**src/rtl/usb_crc_pkg.sv**
```systemverilog
// Shared USB CRC constants, the CRC5 per-bit step, and the crc5_chk state type.
package usb_crc_pkg;

  localparam logic [4:0]  CRC5_POLY      = 5'b00101;
  localparam logic [4:0]  CRC5_INIT      = 5'b11111;
  localparam logic [4:0]  CRC5_RESIDUAL  = 5'b01100;

  localparam logic [15:0] CRC16_POLY     = 16'h8005;
  localparam logic [15:0] CRC16_INIT     = 16'hFFFF;
  localparam logic [15:0] CRC16_RESIDUAL = 16'h800D;

  // {endp[3:0], addr[6:0]}
  localparam int unsigned TOKEN_FIELD_W  = 11;

  typedef enum logic [1:0] {
    IDLE,
    SHIFT,
    RESULT
  } crc5_state_e;

  // One serial step of x^5+x^2+1, MSB-feedback form.
  function automatic logic [4:0] crc5_step(input logic [4:0] crc, input logic b);
    logic fb;
    fb = crc[4] ^ b;
    return {crc[3:0], 1'b0} ^ (fb ? CRC5_POLY : 5'b00000);
  endfunction

endpackage

```
**src/rtl/crc5_lfsr.sv**
```systemverilog
// Serial CRC5 register: init loads CRC5_INIT (wins over enable),
// enable advances one bit.
module crc5_lfsr
  import usb_crc_pkg::*;
(
  input  logic       clk,
  input  logic       enable_i,
  input  logic       init_i,
  input  logic       bit_i,
  output logic [4:0] crc_o
);

  logic [4:0] crc_q, crc_d;

  // Next CRC value: load, step, or hold.
  always_comb begin
    crc_d = crc_q;
    if (init_i) begin
      crc_d = CRC5_INIT;
    end else if (enable_i) begin
      crc_d = crc5_step(crc_q, bit_i);
    end
  end

  // CRC state register.
  always_ff @(posedge clk) begin
    crc_q <= crc_d;
  end

  assign crc_o = crc_q;

endmodule

```
**config.mk**
```make
export PLATFORM = sky130hd
export DESIGN_NAME = crc5_lfsr
export DESIGN_NICKNAME = d
export VERILOG_FILES = /design/src/rtl/usb_crc_pkg.sv /design/src/rtl/crc5_lfsr.sv
export SDC_FILE = /design/constraint.sdc
export NUM_CORES = 1
export LEC_CHECK = 0
export BUFFER_PORTS_ARGS = -buffer_cell sky130_fd_sc_hd__buf_2
export CELL_PAD_IN_SITES_DETAIL_PLACEMENT = 0
export CELL_PAD_IN_SITES_GLOBAL_PLACEMENT = 1
export CORE_AREA = 5 5 42 44
export DETAILED_ROUTE_END_ITERATION = 12
export DIE_AREA = 0 0 47 49
export GPL_TIMING_DRIVEN = 0
export PLACE_DENSITY = 0.48
export SLEW_MARGIN = 25
export SYNTH_ARGS = -nofsm -noshare
export SYNTH_HDL_FRONTEND = slang
export SYNTH_SLANG_ARGS = --single-unit
```
**constraint.sdc**
```tcl
create_clock -name clk -period 1.3 [get_ports clk]
set_clock_uncertainty 0.15 [all_clocks]
set_input_delay 0.13 -clock clk [delete_from_list [all_inputs] [get_ports clk]]
set_output_delay 0.13 -clock clk [all_outputs]
set_load 0.005 [all_outputs]
```
==> results.toml <==
[setup_path]
cp_cell_sequence = "xor3_1 -> a211o_1"
cp.arrival_ns = 1.21
cp_slowest_cell = "xor3_1"
worst_setup_path_end_kind = "register"
worst_setup_path_start_kind = "register"
critPathRequiredTime_ns = 1.28
cp_max_fo = 3
max_stage_delay_ns = 0.35
worstSetupPathType = "register to register"

[drt]
dr.pass1.iters = 3
ant_nets = 0
routed_via_density = 3.69
drt-initial-drc-count = 4
drcViolationCount = 0
routed_wl_um = 460
wl_per_cell_um = 10.2
num_vias = 166

[die]
core_sq_mm = 0.00140
fp.dieW_um = 47
die-height_um = 49
rows = 14
die-area_sq_mm = 0.00230
ios = 9
initial_utilization_pct = 15.4

[synthesis]
synth-seq-cells = 5
synthTopCellsByArea = "dfxtp_1 (47%), a211o_1 (20%), nor2b_1 (12%), xor3_1 (11%), nor2b_2 (4.1%)"
syn_area_per_cell_sq_um = 12.0
synth_top_area_cell = "dfxtp_1"
synth.top_cell.area_share_pct = 46.5
syn_area_sq_um = 215
syn_inst = 18
synth_nets = 22
synth.distinct_cells = 7
ys_warn_count = 0
ys_seq_area_share_pct = 46.5

[run_status]
status = "completed"

[global_routing]
grt_overflow = 0
grt_max_degree = 11
antenna_found_initial = 0
grt_pass1_wl_um = 738
grt_usage_pct = 4.80
grt_pass1_vias = 169

[placed_design]
gp_congestion = 0.669
numPortBuffers = 7

[cts]
cts_tree = "done"
clock-sinks = 5
numCtsBuffers = 3
clockBufferDepth = 2
clk_latency_ns = 0.25
cts.clk_slew.worst_paths_ns = 0.04
cts_root_buf = "clkbuf_4"
htreeDepth = 1
post_cts_buffers = 0

[sta]
drv_slew = 0
slew_headroom_pct = 88.0
min_period_over_period_pct = 95.0
post-route-min-period_ns = 1.23
setup_viol = 0
rsz0062_at_grt = "false"
max_freq_mhz = 810
setup-tns-final_ns = 0
worst_slew_pin_slew_ns = 0.180
hold_violations = 0

[layout]
area_growth_pct = 38.4
fill_cells = 167
final_util_pct = 21.3
multiInputGateArea_sq_um = 110
diodes = 0
final_nets = 34
seq_area_sq_um = 101
largest_reg_flops = 5
layout-drive-gt1-share_pct = 44.8

[power]
power_density_mw_per_mm2 = 1390
ir_worst_vdd_mv = 0.477
power_leakage_nw = 0.134

[worst_hold_path]
hold_class = "input port to register"

[job]
max_cap_violations = 0
[cells by family after synthesis]
logic type             after synthesis  share of synthesized area (%)
AO/OA/AOI/OAI                        5                           20.3
flip-flops                           5                           46.5
AND/OR/NAND/NOR                      5                           15.7
XOR/XNOR                             2                           15.1
buffers and inverters                1                           2.32
[worst max-delay path, delay by kind of cell, from the launching register on]
kind | cells | cell delay (ns)
xor gates and xnor gates | 1 | 0.35
DFF | 1 | 0.32
AOI/OAI and AO/OA | 1 | 0.30
[placed cells by master (no fill, tap or decap)]
master,n
buf_2,8
a211o_1,5
nor2b_1,4
dfxtp_1,4
clkbuf_4,3
xor2_1,1
xor3_1,1
nor2b_2,1
clkbuf_1,1
dfxtp_2,1
[synth_stat cells]
library cell  instances
buf_2                 1
xor3_1                1
xor2_1                1
dfxtp_1               5
nor2b_2               1
a211o_1               5
nor2b_1               4
[timing repair]
item	CTS	global route
resized for setup	0	0
endpoints found under the setup margin	1	0
hold buffers	0	0
[final timing paths]
path / from / to / slack, ns / cells after the start
min: init_i / crc_o[0] / 0.001 / 2
max: crc_o[1] / crc_o[2] / 0.07 / 2
max reg2reg: crc_o[1] / crc_o[2] / 0.07 / 2
min reg2reg: crc_o[3] / crc_o[4] / 0.34 / 1
[report_power, final]
| group | internal, W | switching (W) |
|---|---|---|
| clock network | 0.000116 | 0.0000648 |
| logic | 0.0000346 | 0.0000218 |
| registers | 0.000167 | 0.00000916 |
| total | 0.000317 | 0.0000957 |
[metrics by stage]
step	instances	setup slack, ns	total power [W]	hold slack (ns)	instance area, sq um
CTS	45	0.0588	0.000419	0.00123	298
detailed placement	41	-0.000456	0.000236	0.261	272
finish	45	0.0653	0.000413	0.00125	298
global placement	41	-0.00198	0.000234	0.242	272
global route	45	0.00897	0.000445	0.0122	298
floorplan	18	0.0258	0.000213	0.0744	216
[layer usage]
layer  GRT usage [%]  share of wire, %
met3            5.54                18
met2            4.52                30
met1            6.64                52
met5               0                 0
met4            1.38                 0
[cell type report]
cell class / count / area share (%)
Clock buffer: 4 / 8.82
Timing Repair Buffer: 7 / 11.8
Sequential cell: 5 / 34.0
Multi-Input combinational cell: 12 / 37.0
Tap cell: 16 / 6.72
Buffer: 1 / 1.68
(Power assumes the default switching activity.)
